File: src/rtl/even_count_monitor_pkg.sv
// Shared encodings for the even counter monitor: direction codes, FSM states
// and the legal step size.
package even_count_pkg;

  localparam logic [1:0] DIR_HOLD = 2'b00;
  localparam logic [1:0] DIR_UP   = 2'b01;
  localparam logic [1:0] DIR_DN   = 2'b10;
  localparam logic [1:0] DIR_BAD  = 2'b11;

  typedef enum logic [1:0] {
    UNLOCKED = 2'd0,
    LOCKED   = 2'd1,
    FAULT    = 2'd2
  } state_t;

  localparam int STEP = 2;

endpackage

File: src/rtl/even_count_monitor_sat_counter.sv
// Saturating event counter. Clear beats a same-cycle increment; the count
// sticks at all-ones instead of wrapping.
module sat_counter #(
  parameter int CW = 8
) (
  input  logic          Clk,
  input  logic          Reset,
  input  logic          Clear,
  input  logic          Inc,
  output logic [CW-1:0] Cnt
);

  logic [CW-1:0] cnt_q;
  logic [CW-1:0] cnt_d;

  always_comb begin
    cnt_d = cnt_q;
    if (Clear) begin
      cnt_d = '0;
    end else if (Inc && (cnt_q != {CW{1'b1}})) begin
      cnt_d = cnt_q + 1'b1;
    end
  end

  always_ff @(posedge Clk) begin
    if (Reset) begin
      cnt_q <= '0;
    end else begin
      cnt_q <= cnt_d;
    end
  end

  assign Cnt = cnt_q;

endmodule

File: src/rtl/even_count_monitor.sv
// Passive monitor for an even up/down counter: locks onto an even sample,
// decodes each later step as hold/up/down, flags odd values and bad steps.
module even_count_monitor
  import even_count_pkg::*;
#(
  parameter int N  = 4,
  parameter int CW = 8
) (
  input  logic          Clk,
  input  logic          Reset,
  input  logic          Valid,
  input  logic          Clear,
  input  logic [N-1:0]  Q,
  output logic [1:0]    Dir,
  output logic          DirValid,
  output logic          Locked,
  output logic          OddErr,
  output logic          StepErr,
  output logic [CW-1:0] UpCnt,
  output logic [CW-1:0] DnCnt,
  output logic [CW-1:0] ErrCnt
);

  state_t       state_q, state_d;
  logic [N-1:0] prev_q, prev_d;
  logic [1:0]   dir_q, dir_d;
  logic         dir_valid_q, dir_valid_d;
  logic         locked_q, locked_d;
  logic         odd_err_q, odd_err_d;
  logic         step_err_q, step_err_d;
  logic         up_inc, dn_inc, err_inc;

  logic [N-1:0] delta;
  logic [N-1:0] step_up;
  logic [N-1:0] step_dn;
  logic         q_odd;
  logic         bad_step;

  // Modular N-bit difference makes the 2^N-2 <-> 0 wrap a legal single step.
  assign step_up  = N'(STEP);
  assign step_dn  = '0 - step_up;
  assign delta    = Q - prev_q;
  assign q_odd    = Q[0];
  assign bad_step = (delta != '0) && (delta != step_up) && (delta != step_dn);

  always_ff @(posedge Clk) begin
    if (Reset) begin
      state_q     <= UNLOCKED;
      prev_q      <= '0;
      dir_q       <= DIR_HOLD;
      dir_valid_q <= 1'b0;
      locked_q    <= 1'b0;
      odd_err_q   <= 1'b0;
      step_err_q  <= 1'b0;
    end else begin
      state_q     <= state_d;
      prev_q      <= prev_d;
      dir_q       <= dir_d;
      dir_valid_q <= dir_valid_d;
      locked_q    <= locked_d;
      odd_err_q   <= odd_err_d;
      step_err_q  <= step_err_d;
    end
  end

  always_comb begin
    state_d = state_q;
    prev_d  = prev_q;
    if (Valid) begin
      unique case (state_q)
        LOCKED: begin
          if (q_odd || bad_step) begin
            state_d = FAULT;
          end else begin
            prev_d = Q;
          end
        end
        default: begin
          if (!q_odd) begin
            state_d = LOCKED;
            prev_d  = Q;
          end
        end
      endcase
    end
  end

  // An odd sample is reported only as OddErr even if its step is also bad.
  always_comb begin
    dir_d       = dir_q;
    dir_valid_d = 1'b0;
    odd_err_d   = 1'b0;
    step_err_d  = 1'b0;
    up_inc      = 1'b0;
    dn_inc      = 1'b0;
    err_inc     = 1'b0;
    locked_d    = (state_d == LOCKED);
    if (Valid) begin
      if (state_q == LOCKED) begin
        dir_valid_d = 1'b1;
        if (q_odd) begin
          odd_err_d = 1'b1;
          dir_d     = DIR_BAD;
          err_inc   = 1'b1;
        end else if (delta == '0) begin
          dir_d = DIR_HOLD;
        end else if (delta == step_up) begin
          dir_d  = DIR_UP;
          up_inc = 1'b1;
        end else if (delta == step_dn) begin
          dir_d  = DIR_DN;
          dn_inc = 1'b1;
        end else begin
          step_err_d = 1'b1;
          dir_d      = DIR_BAD;
          err_inc    = 1'b1;
        end
      end else if (q_odd) begin
        odd_err_d = 1'b1;
        err_inc   = 1'b1;
      end
    end
  end

  sat_counter #(.CW(CW)) u_up_cnt (
    .Clk  (Clk),
    .Reset(Reset),
    .Clear(Clear),
    .Inc  (up_inc),
    .Cnt  (UpCnt)
  );

  sat_counter #(.CW(CW)) u_dn_cnt (
    .Clk  (Clk),
    .Reset(Reset),
    .Clear(Clear),
    .Inc  (dn_inc),
    .Cnt  (DnCnt)
  );

  sat_counter #(.CW(CW)) u_err_cnt (
    .Clk  (Clk),
    .Reset(Reset),
    .Clear(Clear),
    .Inc  (err_inc),
    .Cnt  (ErrCnt)
  );

  assign Dir      = dir_q;
  assign DirValid = dir_valid_q;
  assign Locked   = locked_q;
  assign OddErr   = odd_err_q;
  assign StepErr  = step_err_q;

endmodule

File: config.mk
export PLATFORM = sky130hd
export DESIGN_NAME = even_count_monitor
export DESIGN_NICKNAME = d
export VERILOG_FILES = /design/src/rtl/even_count_monitor_pkg.sv /design/src/rtl/even_count_monitor_sat_counter.sv /design/src/rtl/even_count_monitor.sv
export SDC_FILE = /design/constraint.sdc
export NUM_CORES = 1
export LEC_CHECK = 0
export CAP_MARGIN = 20
export CORE_MARGIN = 1.5
export CORE_UTILIZATION = 47
export CTS_BUF_LIST = sky130_fd_sc_hd__clkbuf_4 sky130_fd_sc_hd__clkbuf_8
export DETAILED_ROUTE_END_ITERATION = 10
export HOLD_SLACK_MARGIN = 0.12
export PLACE_DENSITY = 0.81
export SKIP_CTS_REPAIR_TIMING = 1
export SLEW_MARGIN = 30
export SYNTH_ARGS = -nofsm -noshare
export SYNTH_HDL_FRONTEND = slang
export SYNTH_SLANG_ARGS = --single-unit
File: constraint.sdc
create_clock -name Clk -period 2.9 [get_ports Clk]
set_input_delay 0.29 -clock Clk [delete_from_list [all_inputs] [get_ports Clk]]
set_output_delay 0.29 -clock Clk [all_outputs]
set_load 0.02 [all_outputs]
### After elaboration in Yosys (flattened, before gate mapping)

Index checks and enable logic that the tools add are counted.

| storage, ports and cells | value |
|---|---|
| register bits | 36 |
| input port bits | 8 |
| output and inout bits | 30 |

| cells by class | value |
|---|---|
| $add $sub $neg | 4 |
| equal/unequal tests | 11 |
| mux-type cells | 30 |
| bitwise gates (word level) | 2 |
| reduce and logical (&&, ||, !) cells | 13 |

Operators by type and width:

| kind | count |
|---|---|
| 8-bit by 1-bit adder with 8-bit output (second input constant) | 3 |
| 8-bit != test (second input constant) | 3 |
| 1-bit two-way mux | 20 |
| 2-bit two-way mux | 7 |
| 4-bit two-way mux | 3 |
| 1-bit logical AND | 5 |
| 2-bit by 1-bit == test with 1-bit output (second input constant) | 2 |
| 4-bit by 2-bit == test with 1-bit output (second input constant) | 1 |
| 4-bit == test (second input constant) | 1 |
| 4-bit logical NOT | 1 |
| 4-bit by 2-bit != test with 1-bit output (second input constant) | 1 |
| 4-bit != test (second input constant) | 1 |
| 4-bit nonzero test | 1 |
| 2-bit OR reduction | 2 |
| 4-bit OR reduction | 1 |
| 4-bit subtractor | 1 |
| 3-bit AND reduction | 1 |
| 2-bit by 1-bit != test with 1-bit output (second input constant) | 1 |
| 2-bit != test (second input constant) | 1 |
| 1-bit inverter | 2 |
| 2-bit AND reduction | 1 |
| 1-bit logical OR | 1 |

### Logic depth before layout (Yosys ltp)

Gate-level depths: netlist of the first run.

| logic depth | value |
|---|---|
| depth in word-level cells | 9 |
| depth in mapped cells | 9 |
| mapped depth without buffers | 8 |

### Hierarchy

Synthesis of the first run repeated with hierarchy kept, for this count alone.

| second synthesis, totals | value |
|---|---|
| cells, all modules | 211 |
| area, all modules | 1913.1 µm² |

By module, submodules not included:

| module | instances | cells each | area each (µm²) | sequential area each (µm²) |
|---|---|---|---|---|
| sat_counter | 3 | 47 | 435.4 | 160.2 |
| even_count_monitor | 1 | 70 | 606.8 | 240.2 |

### Worst setup path after synthesis of the first run

OpenSTA, ideal clock, no wires.

| timing path | value |
|---|---|
| path type | reg2reg |
| from | reg prev_q[2] |
| to | reg u_up_cnt.cnt_q[3] (netlist: u_up_cnt.Cnt[3]) |
| setup time | 0.070 ns |
| arrival | 2.644 ns |
| slack | 0.186 ns |
| stages on the path, launching flop included | 10 |
| cell sequence | dfxtp_1 inv_1 ha_1 and3b_1 or3_4 a221o_2 or3_4 buf_6 or3_1 a21oi_1 |

| on the way | value |
|---|---|
| cells in the longest elaborated chain, start to end | 8 |

Ends and longest elaborated chain:

| what | RTL line | RTL |
|---|---|---|
| from (decl) | even_count_monitor.sv:25 | `logic [N-1:0] prev_q, prev_d;` |
| from (signal assigned) | even_count_monitor.sv:57 | `prev_q <= prev_d;` |
| 4-bit subtractor * | even_count_monitor.sv:42 | `assign delta = Q - prev_q;` |
| 4-bit by 2-bit == test with 1-bit output | even_count_monitor.sv:107 | `end else if (delta == step_up) begin` |
| 1-bit two-way mux | even_count_monitor.sv:107 |  |
| 1-bit two-way mux * | even_count_monitor.sv:105 | `end else if (delta == '0) begin` |
| 1-bit two-way mux * | even_count_monitor.sv:101 | `if (q_odd) begin` |
| 1-bit two-way mux * | even_count_monitor.sv:99 | `if (state_q == LOCKED) begin` |
| 1-bit two-way mux * | even_count_monitor.sv:98 | `if (Valid) begin` |
| 1-bit logical AND * | even_count_monitor_sat_counter.sv:20 | `end else if (Inc && (cnt_q != {CW{1'b1}})) begin` |
| to (signal assigned) | even_count_monitor_sat_counter.sv:29 | `cnt_q <= cnt_d;` |
| to (decl) | even_count_monitor_sat_counter.sv:13 | `logic [CW-1:0] cnt_q;` |

Mark *: on every way between the ends. The rest lies on a longest branch, timed or not.
A chain may end at the register's enable or synchronous reset.

### Worst setup path in the final report of the first run

| timing path | value |
|---|---|
| from | in Q[2] |
| to | reg u_up_cnt.cnt_q[5] (netlist: u_up_cnt.Cnt[5]) |

| on the way | value |
|---|---|
| cells in the longest elaborated chain, start to end | 8 |

Ends and longest elaborated chain:

| what | RTL line | RTL |
|---|---|---|
| from (decl) | even_count_monitor.sv:13 | `input logic [N-1:0] Q,` |
| 4-bit subtractor * | even_count_monitor.sv:42 |  |
| 4-bit by 2-bit == test with 1-bit output | even_count_monitor.sv:107 |  |
| 1-bit two-way mux | even_count_monitor.sv:107 |  |
| 1-bit two-way mux * | even_count_monitor.sv:105 |  |
| 1-bit two-way mux * | even_count_monitor.sv:101 |  |
| 1-bit two-way mux * | even_count_monitor.sv:99 |  |
| 1-bit two-way mux * | even_count_monitor.sv:98 |  |
| 1-bit logical AND * | even_count_monitor_sat_counter.sv:20 |  |

Marks and branches as above.

==> results of run 1 <==
final cells by class:
type	instances	area [µm²]
sequential	36	721
clock inverter	2	10.0
tap	46	57.6
multi-input combinational	141	932
inverter	8	30.0
clock buffer	6	51.3
timing repair buffer	50	468
fill	294	1150
kinds of logic after synthesis:
logic type               share of synthesized area
XOR/XNOR                                    0.0511
multiplexers                                0.0292
adder cells (fa/ha/maj)                     0.0438
flip-flops                                   0.421
AO/OA/AOI/OAI                                0.154
buffers and inverters                       0.0394
AND/OR/NAND/NOR                              0.262
per-stage QoR:
step	cell area (µm²)	hold WS [ns]	std cells
5_1_grt	2270	0.511	289
6_report	2270	0.487	289
4_1_cts	2260	0.488	289
3_5_place_dp	2200	0.467	281
2_1_floorplan	1710	0.366	193
3_3_place_gp	2200	0.464	281
power by group through the flow:
stage / clock [µW] / sequential, µW / combinational [µW]
floorplan: 0 / 524 / 58.6
global placement: 0 / 518 / 112
detailed placement: 0 / 519 / 113
CTS: 289 / 508 / 113
global route: 313 / 509 / 125
finish: 286 / 508 / 113
state kept, by name, indices dropped and copies added, names as in the netlist:
signal,count
OddErr,1
u_err_cnt.Cnt,8
u_up_cnt.Cnt,8
StepErr,1
DirValid,1
state_q,2
u_dn_cnt.Cnt,8
Dir,2
prev_q,4
Locked,1
synthesized netlist by cell type (2+ instances only):
| library cell | instances | share of area |
|---|---|---|
| sky130_fd_sc_hd__o41ai_1 | 2 | 0.010 |
| sky130_fd_sc_hd__or4_1 | 7 | 0.031 |
| sky130_fd_sc_hd__nand2_1 | 7 | 0.015 |
| sky130_fd_sc_hd__ha_1 | 6 | 0.044 |
| sky130_fd_sc_hd__dfxtp_1 | 36 | 0.42 |
| sky130_fd_sc_hd__clkbuf_1 | 7 | 0.015 |
| sky130_fd_sc_hd__xor2_1 | 6 | 0.031 |
| sky130_fd_sc_hd__or3_4 | 2 | 0.013 |
| sky130_fd_sc_hd__a21oi_1 | 14 | 0.041 |
| sky130_fd_sc_hd__nand4_1 | 2 | 0.0073 |
| sky130_fd_sc_hd__nor2b_1 | 2 | 0.0073 |
| sky130_fd_sc_hd__mux2i_1 | 5 | 0.029 |
| sky130_fd_sc_hd__o21ai_0 | 7 | 0.020 |
| sky130_fd_sc_hd__o311ai_0 | 2 | 0.010 |
| sky130_fd_sc_hd__and4_1 | 2 | 0.010 |
| sky130_fd_sc_hd__xnor2_1 | 4 | 0.020 |
| sky130_fd_sc_hd__nor3_1 | 8 | 0.023 |
| sky130_fd_sc_hd__and3_1 | 5 | 0.018 |
| sky130_fd_sc_hd__or3_1 | 3 | 0.011 |
| sky130_fd_sc_hd__o31ai_1 | 6 | 0.026 |
| sky130_fd_sc_hd__and2_1 | 2 | 0.0073 |
| sky130_fd_sc_hd__inv_1 | 8 | 0.018 |
| sky130_fd_sc_hd__nand3_1 | 14 | 0.041 |
| sky130_fd_sc_hd__nor2_1 | 21 | 0.046 |
how the worst max path moves through the flow:
stage,from,endpoint,slack [ns],depth (start not counted)
floorplan,prev_q[2]$_SDFFE_PP0P_,u_up_cnt.Cnt[3]$_SDFFE_PP0P_,0.19,9
global placement,Q[2],u_up_cnt.Cnt[7]$_SDFFE_PP0P_,-0.18,8
detailed placement,Q[2],u_up_cnt.Cnt[5]$_SDFFE_PP0P_,-0.23,8
CTS,Q[2],u_up_cnt.Cnt[5]$_SDFFE_PP0P_,0.11,8
global route,prev_q[2]$_SDFFE_PP0P_,u_up_cnt.Cnt[5]$_SDFFE_PP0P_,-0.02,9
finish,Q[2],u_up_cnt.Cnt[5]$_SDFFE_PP0P_,0.09,8
per-layer routing:
metal	track usage	routed length, µm
met3	0.0357	158
met1	0.242	1750
met4	0.0734	63
met5	0	0
met2	0.289	1610
==> impl_results.rst, run 1 <==
.. list-table::
   :header-rows: 1

   * - Metric
     - Value
   * - Highest clock rate
     - about 360 MHz
   * - Post-route ant nets
     - 0
   * - R2r setup slk
     - 0.12 ns
   * - Wire length of the first global-routing pass
     - about 6 mm
   * - R2R Path End
     - u_up_cnt.Cnt[5]$_SDFFE_PP0P_
   * - Vias in the first global route
     - ~1400
   * - TritonCTS clock tree
     - yes
   * - GRT Residual Overflow
     - 0
   * - Synth unique cells
     - 39
   * - Routed wire length
     - around 3.6 mm
   * - HP Start
     - prev_q[0]$_SDFFE_PP0P_
   * - Overall power after layout
     - between 900 and 1000 µW
   * - Number of cells on the worst reg-to-reg path
     - 8
   * - Cell at the root of the clock tree
     - sky130_fd_sc_hd__clkbuf_4
   * - Share of power burned in combinational logic
     - 0.125
   * - Net Switching
     - about 230 µW
   * - Post-Syn Nets
     - between 200 and 250
   * - Worst clock skew on the final layout
     - roughly 0.012 ns
   * - WP data required
     - between 3 and 4 ns
   * - Pre-antenna DRT Iters
     - 4
   * - Critical Path Start Type
     - input pin
   * - Peak VDD IR
     - approximately 0.00028 V
   * - All-Layer GR Usage
     - 0.182
   * - H-Tree Depth
     - 2
   * - Boundary pin count
     - 38
   * - Final cycle utilization of the critical path
     - 0.968
   * - Max-Cap Viols
     - 0
   * - Crit path setup slack, layout
     - 0.0921 ns
   * - Average wire length per cell after detail routing
     - ~12 µm
   * - Leakage power
     - ~0.0008 µW
   * - Floorplan row count
     - 21
   * - Critical path cell sequence
     - clkdlybuf4s50_1 > ha_1 > and3b_1 > or3_4 > a221o_2 > or3_4 > or4_4 > a21oi_2
   * - Most frequent cells in the layout
     - sky130_fd_sc_hd__clkdlybuf4s50_1 (37), sky130_fd_sc_hd__dfxtp_1 (36), sky130_fd_sc_hd__nor2_1 (21)
   * - Placeable core region
     - roughly 0.0034 mm²
   * - Internal Power
     - a little under 700 µW
   * - Total clock sinks
     - 36
   * - Input/output buffers
     - 37
   * - Share of power burned in registers
     - 0.560
   * - Sw frac
     - 0.256
   * - Total of warnings raised by yosys
     - 0
   * - Count of flip-flops with a built-in enable after synthesis
     - 0
   * - Worst-Skew Late Latency
     - between 0.3 and 0.4 ns
   * - Clk network pwr share
     - 0.315
   * - Fraction of registers with async set or reset after synthesis
     - 0
   * - Most common cell type on the critical path
     - sky130_fd_sc_hd__or3_4
   * - Worst-margin pin slew
     - about 0.47 ns
   * - Post-synth top flop
     - sky130_fd_sc_hd__dfxtp_1
   * - Type of destination of the critical path
     - flip-flop
   * - Path type of the worst setup path
     - input pin to flip-flop
   * - Cells after Synth
     - between 150 and 200
   * - Maximum number of pins on one net before global-route repair
     - 25
   * - Number of cells traversed by the worst hold path
     - 1
   * - Highest fanout seen on the critical path
     - 7
   * - Tmin final
     - roughly 2.8 ns
   * - Number of synthesized register bits
     - 36
   * - Initial DRC Count
     - roughly 110
   * - Worst Hold Class
     - flip-flop to flip-flop
   * - Setup violations, final
     - 0
   * - CP max stage delay
     - around 0.50 ns
   * - Result of the run
     - finished, final reports clean
   * - Worst r2r src
     - prev_q[1]$_SDFFE_PP0P_
   * - Critical path's slowest cell
     - sky130_fd_sc_hd__or4_4
   * - Sum of negative setup slack
     - 0 ns
   * - Die area
     - 0.00402 mm²
   * - Effective utilization at floorplan
     - 0.501
   * - Post-layout net count
     - between 200 and 300
   * - Buffers & Inverters on Critical Path
     - 1
   * - Floorplan die width
     - approximately 63 µm
   * - Placed wire-length estimate after detailed placement
     - 2.49 mm
   * - Height of the die
     - about 63 µm
   * - Mean number of vias per cell
     - 5.50
   * - Family of cells with the greatest summed delay on the critical path
     - simple AND/OR/NAND/NOR gates
   * - Signed area change from the synthesized netlist to the final layout
     - 32.5%
   * - Number of inserted diodes
     - 0
   * - Final hold viol count
     - 0
   * - Detailed-route DRC error count
     - 0
   * - Core Util, Final
     - 0.664
   * - Post-Synthesis Cell Area
     - about 0.0017 mm²
   * - Clock input transition at the sequential cells of the worst setup and hold paths
     - between 0.1 and 0.15 ns
   * - Final slew viol count
     - 0
   * - Via Count
     - about 1600
   * - Worst slew slack as a fraction of its limit
     - 0.686
   * - Fraction of layout cells with a size suffix above 1
     - 0.128
   * - Most frequent standard cell in the layout excluding fill and tap cells
     - sky130_fd_sc_hd__clkdlybuf4s50_1
   * - Fraction of the yosys area taken by sequential cells
     - 0.421
   * - Final weighted congestion in routability-driven placement
     - about 0.87
   * - Max Root-Sink Buffers
     - 2
   * - Worst setup timing slack at the placement stage
     - -0.233 ns
   * - Number of CTS-inserted buffers
     - 5
   * - Antenna violations before repair
     - 0
   * - Power per Cell Area
     - between 300 and 400 mW/mm²
   * - Hold Path Sink
     - prev_q[0]$_SDFFE_PP0P_
   * - Avg Cell Area, Syn
     - 8.88 µm²
   * - Signal arrival time at the worst endpoint
     - slightly above 3 ns
Note: power is estimated with default switching activity, not from simulation.
==> run 2: changes to the inputs <==
--- a/config.mk
+++ b/config.mk
@@ -11,7 +11,7 @@
 export CTS_BUF_LIST = sky130_fd_sc_hd__clkbuf_4 sky130_fd_sc_hd__clkbuf_8
 export DETAILED_ROUTE_END_ITERATION = 10
 export HOLD_SLACK_MARGIN = 0.12
-export PLACE_DENSITY = 0.81
+export PLACE_DENSITY = 0.78
 export SKIP_CTS_REPAIR_TIMING = 1
 export SLEW_MARGIN = 30
 export SYNTH_ARGS = -nofsm -noshare
==> run 2 against run 1 <==
Sequential power is essentially flat. Die area stayed put. Critical path depth unchanged. Register-to-register slack better by 0.03 ns. Fmax up 1.1%. Clock power is 4% higher. Sequential share of layout area down 0.17 points. Hold slack got worse by 0.0037 ns. Utilization up 0.37 points. Non-clock buffer count is 2 higher.
==> impl_results.rst, run 2 (synthesized netlist as in run 1, its figures left out) <==
.. list-table::
   :header-rows: 1

   * - Metric
     - Value
   * - Result of the run
     - finished, final reports clean (unchanged)
   * - Hold Path Sink
     - prev_q[0]$_SDFFE_PP0P_ (unchanged)
   * - Worst-margin pin slew
     - 0.482 ns (was 0.471 ns)
   * - Cell Area, Placed
     - 0.00222 mm² (was 0.00220 mm²)
   * - Number of cells traversed by the worst hold path
     - 1 (unchanged)
   * - Placed wire-length estimate after detailed placement
     - 2.52 mm (was 2.49 mm)
   * - Top Metal Used
     - met4 (unchanged)
   * - All-Layer GR Usage
     - 0.189 (was 0.182)
   * - Floorplan row count
     - 21 (unchanged)
   * - Power per Cell Area
     - 403 mW/mm² (was 400 mW/mm²)
   * - Post-route ant nets
     - 0 (unchanged)
   * - Total clock sinks
     - 36 (unchanged)
   * - Fraction of layout cells with a size suffix above 1
     - 0.127 (was 0.128)
   * - Signed area change from the synthesized netlist to the final layout
     - 33.2% (was 32.5%)
   * - Highest fanout seen on the critical path
     - 8 (was 7)
   * - Type of destination of the critical path
     - flip-flop (unchanged)
   * - Number of placed instances with taps included
     - 283 (was 281)
   * - Final weighted congestion in routability-driven placement
     - 0.865 (was 0.870)
   * - Final cycle utilization of the critical path
     - 0.958 (was 0.968)
   * - Worst Hold Class
     - flip-flop to flip-flop (unchanged)
   * - Tmin final
     - 2.78 ns (was 2.81 ns)
   * - Wire length of the first global-routing pass
     - 6.08 mm (was 6.00 mm)
   * - Number of cells on the worst reg-to-reg path
     - 8 (unchanged)
   * - Max-Cap Viols
     - 0 (unchanged)
   * - GRT Residual Overflow
     - 0 (unchanged)
   * - Path type of the worst setup path
     - input pin to flip-flop (unchanged)
   * - Post-Layout Inst Area
     - 0.00228 mm² (was 0.00227 mm²)
   * - Cell at the root of the clock tree
     - sky130_fd_sc_hd__clkbuf_4 (unchanged)
   * - Number of inserted diodes
     - 0 (unchanged)
   * - Die area
     - 0.00402 mm² (unchanged)
   * - Routed wire length
     - 3.60 mm (was 3.59 mm)
   * - R2R Path End
     - u_up_cnt.Cnt[5]$_SDFFE_PP0P_ (unchanged)
   * - Number of CTS-inserted buffers
     - 5 (unchanged)
   * - Length of routed met2 wiring
     - 1.64 mm (was 1.61 mm)
   * - WP data required
     - 3.17 ns (about the same)
   * - Most frequent cells in the layout
     - sky130_fd_sc_hd__clkdlybuf4s50_1 (37), sky130_fd_sc_hd__dfxtp_1 (36), sky130_fd_sc_hd__nor2_1 (21) (unchanged)
   * - Setup repair after global routing missed its margin
     - false
   * - Post-layout net count
     - 258 (was 256)
   * - Signal arrival time at the worst endpoint
     - 3.05 ns (was 3.08 ns)
   * - TritonCTS clock tree
     - yes (unchanged)
   * - Worst r2r src
     - prev_q[1]$_SDFFE_PP0P_ (unchanged)
   * - Height of the die
     - 63.4 µm (unchanged)
   * - Critical Path Start Type
     - input pin (unchanged)
   * - Most frequent standard cell in the layout excluding fill and tap cells
     - sky130_fd_sc_hd__clkdlybuf4s50_1 (unchanged)
   * - Pre-antenna DRT Iters
     - 4 (unchanged)
   * - Clock input transition at the sequential cells of the worst setup and hold paths
     - 0.10 ns (was 0.11 ns)
   * - Effective utilization at floorplan
     - 0.501 (unchanged)
   * - Highest clock rate
     - 360 MHz (was 356 MHz)
   * - Wire length on met3
     - 176 µm (was 158 µm)
   * - Vias in the first global route
     - 1397 (was 1386)
   * - Core Util, Final
     - 0.668 (was 0.664)
   * - Leakage power
     - 0.000829 µW (was 0.000821 µW)
   * - Overall power after layout
     - 919 µW (was 907 µW)
   * - Setup violations, final
     - 0 (unchanged)
   * - R2r setup slk
     - 0.15 ns (was 0.12 ns)
   * - DRT met1 WL
     - 1.74 mm (was 1.75 mm)
   * - Via Count
     - 1617 (was 1589)
   * - Floorplan die width
     - 63.4 µm (unchanged)
   * - Input/output buffers
     - 37 (unchanged)
   * - Boundary pin count
     - 38 (unchanged)
   * - Fill count
     - 310 (was 294)
   * - HP Start
     - prev_q[0]$_SDFFE_PP0P_ (unchanged)
   * - Tightest hold margin
     - 0.483 ns (was 0.487 ns)
   * - Final hold viol count
     - 0 (unchanged)
   * - Mean number of vias per cell
     - 5.56 (was 5.50)
   * - Initial DRC Count
     - 83 (was 112)
   * - Antenna violations before repair
     - 0 (unchanged)
   * - Final slew viol count
     - 0 (unchanged)
   * - Placeable core region
     - 0.00342 mm² (unchanged)
   * - Worst clock skew on the final layout
     - 0.00356 ns (was 0.0118 ns)
   * - H-Tree Depth
     - 2 (unchanged)
   * - Peak VDD IR
     - 0.000264 V (was 0.000282 V)
   * - Detailed-route DRC error count
     - 0 (unchanged)
   * - Maximum number of pins on one net before global-route repair
     - 25 (unchanged)
   * - Average wire length per cell after detail routing
     - 12.4 µm (about the same)
   * - Max Root-Sink Buffers
     - 2 (unchanged)
   * - Worst-Skew Late Latency
     - 0.33 ns (was 0.34 ns)
   * - Worst slew slack as a fraction of its limit
     - 0.679 (was 0.686)
   * - Number of standard cells in the layout, taps in and fillers out
     - 291 (was 289)
-- run 2: worst max-delay path by stage --
stage / startpoint / depth (start not counted) / slack [ns] / to
detailed placement: Q[2] / 8 / -0.23 / u_up_cnt.Cnt[5]$_SDFFE_PP0P_
finish: Q[2] / 8 / 0.12 / u_up_cnt.Cnt[5]$_SDFFE_PP0P_
CTS: Q[2] / 8 / 0.12 / u_up_cnt.Cnt[5]$_SDFFE_PP0P_
global route: prev_q[1]$_SDFFE_PP0P_ / 8 / 0.006 / u_up_cnt.Cnt[5]$_SDFFE_PP0P_
global placement: Q[2] / 8 / -0.19 / u_up_cnt.Cnt[7]$_SDFFE_PP0P_
floorplan: prev_q[2]$_SDFFE_PP0P_ / 9 / 0.19 / u_up_cnt.Cnt[3]$_SDFFE_PP0P_
-- run 2: final cells by class --
class / count / area [µm²] / share of cell area
multi-input combinational: 141 / 925 / 0.405
sequential: 36 / 721 / 0.316
timing repair buffer: 52 / 483 / 0.212
clock buffer: 8 / 66.3 / 0.0291
tap: 46 / 57.6 / 0.0252
inverter: 8 / 30.0 / 0.0132
-- run 2: per-stage QoR --
stage | TNS (ns) | setup slack, ns
after CTS | 0 | 0.122
after detailed placement | -1.38 | -0.227
after global placement | -1.29 | -0.193
after floorplan | 0 | 0.186
final | 0 | 0.122
after global routing | 0 | 0.00625
-- run 2: worst max-delay path, cell delays in order --
cell,delay (ns)
sky130_fd_sc_hd__clkdlybuf4s50_1,0.42
sky130_fd_sc_hd__ha_1,0.33
sky130_fd_sc_hd__and3b_1,0.20
sky130_fd_sc_hd__or3_4,0.36
sky130_fd_sc_hd__a221o_2,0.40
sky130_fd_sc_hd__or3_4,0.41
sky130_fd_sc_hd__or4_1,0.48
sky130_fd_sc_hd__a21oi_1,0.15
-- run 2: routing by layer --
layer	GRT usage	vias up
li1	-	817
met1	0.234	763
met2	0.314	32
met3	0.0518	5
met4	0.0625	0
met5	0	-
-- run 2: power breakdown --
| group | leakage (µW) | switching, µW | internal (µW) | total [µW] |
|---|---|---|---|---|
| clock | 0.0000394 | 158 | 138 | 297 |
| combinational | 0.000499 | 57.7 | 57.1 | 115 |
| sequential | 0.000291 | 4.92 | 502 | 507 |
==> run 3: changes to the inputs <==
--- a/config.mk
+++ b/config.mk
@@ -12,6 +12,7 @@
 export DETAILED_ROUTE_END_ITERATION = 10
 export HOLD_SLACK_MARGIN = 0.12
 export PLACE_DENSITY = 0.78
+export SETUP_SLACK_MARGIN = 0.02
 export SKIP_CTS_REPAIR_TIMING = 1
 export SLEW_MARGIN = 30
 export SYNTH_ARGS = -nofsm -noshare
==> run 3 against run 2 <==
Clock power about the same. Register-to-register slack about the same. Die area unchanged. Global-route usage unchanged. Hold slack about the same. Utilization up 0.15 points. Flip-flop and latch count unchanged. Combinational power about the same. Via count down 0.19%. First-iteration DRC count down 2.4%. Total power about the same. Fmax down 0.62%. Critical path type unchanged.
==> impl_results.rst, run 3 (synthesized netlist as in run 1, its figures left out) <==
.. list-table::
   :header-rows: 1

   * - Metric
     - Value
   * - Floorplan die width
     - 63.4 µm (unchanged)
   * - Initial DRC Count
     - 81 (was 83)
   * - H-Tree Depth
     - 2 (unchanged)
   * - Signed area change from the synthesized netlist to the final layout
     - 33.5% (was 33.2%)
   * - Result of the run
     - finished, final reports clean (unchanged)
   * - Post-layout net count
     - 258 (unchanged)
   * - Worst setup path endpoint
     - u_up_cnt.Cnt[5]$_SDFFE_PP0P_ (unchanged)
   * - Share of power burned in registers
     - 0.552 (about the same)
   * - Core Util, Final
     - 0.670 (was 0.668)
   * - Power per Cell Area
     - 402 mW/mm² (was 403 mW/mm²)
   * - Number of CTS-inserted buffers
     - 5 (unchanged)
   * - Worst clock skew on the final layout
     - 0.00362 ns (was 0.00356 ns)
   * - Final slew viol count
     - 0 (unchanged)
   * - Placeable core region
     - 0.00342 mm² (unchanged)
   * - Path type of the worst setup path
     - input pin to flip-flop (unchanged)
   * - Floorplan row count
     - 21 (unchanged)
   * - Maximum number of pins on one net before global-route repair
     - 25 (unchanged)
   * - R2R Path End
     - u_up_cnt.Cnt[5]$_SDFFE_PP0P_ (unchanged)
   * - Highest clock rate
     - 358 MHz (was 360 MHz)
   * - WP data required
     - 3.17 ns (about the same)
   * - Antenna violations before repair
     - 0 (unchanged)
   * - Tmin final
     - 2.80 ns (was 2.78 ns)
   * - Setup violations, final
     - 0 (unchanged)
   * - Internal Power
     - 698 µW (about the same)
   * - Placed wire-length estimate after detailed placement
     - 2.52 mm (unchanged)
   * - Effective utilization at floorplan
     - 0.501 (unchanged)
   * - Input/output buffers
     - 37 (unchanged)
   * - Worst setup startpoint
     - Q[2] (unchanged)
   * - Vias in the first global route
     - 1397 (unchanged)
   * - Number of placed instances with taps included
     - 283 (unchanged)
   * - Type of destination of the critical path
     - flip-flop (unchanged)
   * - Post-route ant nets
     - 0 (unchanged)
   * - Critical Path Start Type
     - input pin (unchanged)
   * - Clk network pwr share
     - 0.322 (was 0.323)
   * - Fill count
     - 310 (unchanged)
   * - Leakage power
     - 0.000830 µW (was 0.000829 µW)
   * - Detailed-route DRC error count
     - 0 (unchanged)
   * - Height of the die
     - 63.4 µm (unchanged)
   * - Worst r2r src
     - prev_q[2]$_SDFFE_PP0P_ (was prev_q[1]$_SDFFE_PP0P_)
   * - Net Switching
     - 221 µW (about the same)
   * - Final weighted congestion in routability-driven placement
     - 0.865 (unchanged)
   * - Boundary pin count
     - 38 (unchanged)
   * - Number of standard cells in the layout, taps in and fillers out
     - 291 (unchanged)
   * - Worst Hold Class
     - flip-flop to flip-flop (unchanged)
   * - Sw frac
     - 0.240 (about the same)
   * - Wire length of the first global-routing pass
     - 6.08 mm (unchanged)
   * - Final cycle utilization of the critical path
     - 0.964 (was 0.958)
   * - Number of inserted diodes
     - 0 (unchanged)
   * - Via Count
     - 1614 (was 1617)
   * - Worst slew slack as a fraction of its limit
     - 0.675 (was 0.679)
   * - All-Layer GR Usage
     - 0.189 (unchanged)
   * - Crit path setup slack, layout
     - 0.105 ns (was 0.122 ns)
   * - Cell at the root of the clock tree
     - sky130_fd_sc_hd__clkbuf_4 (unchanged)
   * - TritonCTS clock tree
     - yes (unchanged)
   * - Setup repair after global routing missed its margin
     - false (unchanged)
   * - Number of cells on the worst reg-to-reg path
     - 8 (unchanged)
   * - Fraction of layout cells with a size suffix above 1
     - 0.135 (was 0.127)
   * - Routed wire length
     - 3.59 mm (was 3.60 mm)
   * - Most frequent cells in the layout
     - sky130_fd_sc_hd__clkdlybuf4s50_1 (37), sky130_fd_sc_hd__dfxtp_1 (35), sky130_fd_sc_hd__nor2_1 (21) (was sky130_fd_sc_hd__clkdlybuf4s50_1 (37), sky130_fd_sc_hd__dfxtp_1 (36), sky130_fd_sc_hd__nor2_1 (21))
   * - Max-Cap Viols
     - 0 (unchanged)
   * - Signal arrival time at the worst endpoint
     - 3.07 ns (was 3.05 ns)
   * - Average wire length per cell after detail routing
     - 12.3 µm (was 12.4 µm)
   * - GRT Residual Overflow
     - 0 (unchanged)
   * - Sum of negative setup slack
     - 0 ns (unchanged)
   * - Most frequent standard cell in the layout excluding fill and tap cells
     - sky130_fd_sc_hd__clkdlybuf4s50_1 (unchanged)
   * - Overall power after layout
     - 919 µW (about the same)
   * - Max Root-Sink Buffers
     - 2 (unchanged)
   * - Worst-margin pin slew
     - 0.487 ns (was 0.482 ns)
   * - R2r setup slk
     - 0.14 ns (was 0.15 ns)
   * - Total clock sinks
     - 36 (unchanged)
   * - Worst setup timing slack at the placement stage
     - -0.227 ns (unchanged)
   * - Worst-Skew Late Latency
     - 0.33 ns (about the same)
   * - Clock input transition at the sequential cells of the worst setup and hold paths
     - 0.10 ns (about the same)
   * - Die area
     - 0.00402 mm² (unchanged)
   * - Highest fanout seen on the critical path
     - 8 (unchanged)
   * - Final hold viol count
     - 0 (unchanged)
   * - Share of power burned in combinational logic
     - 0.125 (about the same)
   * - Peak VDD IR
     - 0.000262 V (was 0.000264 V)
   * - Mean number of vias per cell
     - 5.55 (was 5.56)
   * - Pre-antenna DRT Iters
     - 4 (unchanged)
==> run 3: metal layers <==
metal	track usage	share of wire	wire, µm
met1	0.234	0.48	1730
met2	0.314	0.46	1650
met3	0.0518	0.049	176
met4	0.0625	0.012	42
met5	0	0	0
==> run 3: metrics by stage <==
step / area, µm² / hold WS [ns]
floorplan: 1710 / 0.366
global placement: 2220 / 0.464
detailed placement: 2220 / 0.473
CTS: 2280 / 0.488
global route: 2290 / 0.508
finish: 2290 / 0.483
==> run 3: layout make-up <==
class,count,area (µm²),area share
multi-input cells,141,928,0.406
inverters,8,30.0,0.0131
clock buffers,8,66.3,0.0290
well taps,46,57.6,0.0252
repair buffers,52,483,0.211
flip-flops and latches,36,722,0.316
==> run 3: worst max-delay path, stage by stage <==
cell,delay [ns]
sky130_fd_sc_hd__clkdlybuf4s50_1,0.42
sky130_fd_sc_hd__ha_1,0.33
sky130_fd_sc_hd__and3b_1,0.20
sky130_fd_sc_hd__or3_4,0.36
sky130_fd_sc_hd__a221o_2,0.40
sky130_fd_sc_hd__or3_4,0.41
sky130_fd_sc_hd__or4_1,0.50
sky130_fd_sc_hd__a21oi_2,0.14
==> run 3: power by group through the flow <==
stage / Sequential (µW) / Clock [µW] / Combinational (µW)
2_1_floorplan: 524 / 0 / 58.6
3_3_place_gp: 519 / 0 / 112
3_5_place_dp: 519 / 0 / 114
4_1_cts: 507 / 310 / 115
5_1_grt: 509 / 334 / 125
6_report: 508 / 296 / 115
==> run 3: how the worst min path moves through the flow <==
stage,start,end,slack [ns],depth (start not counted)
6_report,prev_q[0]$_SDFFE_PP0P_,prev_q[0]$_SDFFE_PP0P_,0.48,1
5_1_grt,prev_q[0]$_SDFFE_PP0P_,prev_q[0]$_SDFFE_PP0P_,0.51,1
4_1_cts,prev_q[0]$_SDFFE_PP0P_,prev_q[0]$_SDFFE_PP0P_,0.49,1
3_5_place_dp,prev_q[0]$_SDFFE_PP0P_,prev_q[0]$_SDFFE_PP0P_,0.47,1
3_3_place_gp,prev_q[0]$_SDFFE_PP0P_,prev_q[0]$_SDFFE_PP0P_,0.46,1
2_1_floorplan,Reset,prev_q[0]$_SDFFE_PP0P_,0.37,1
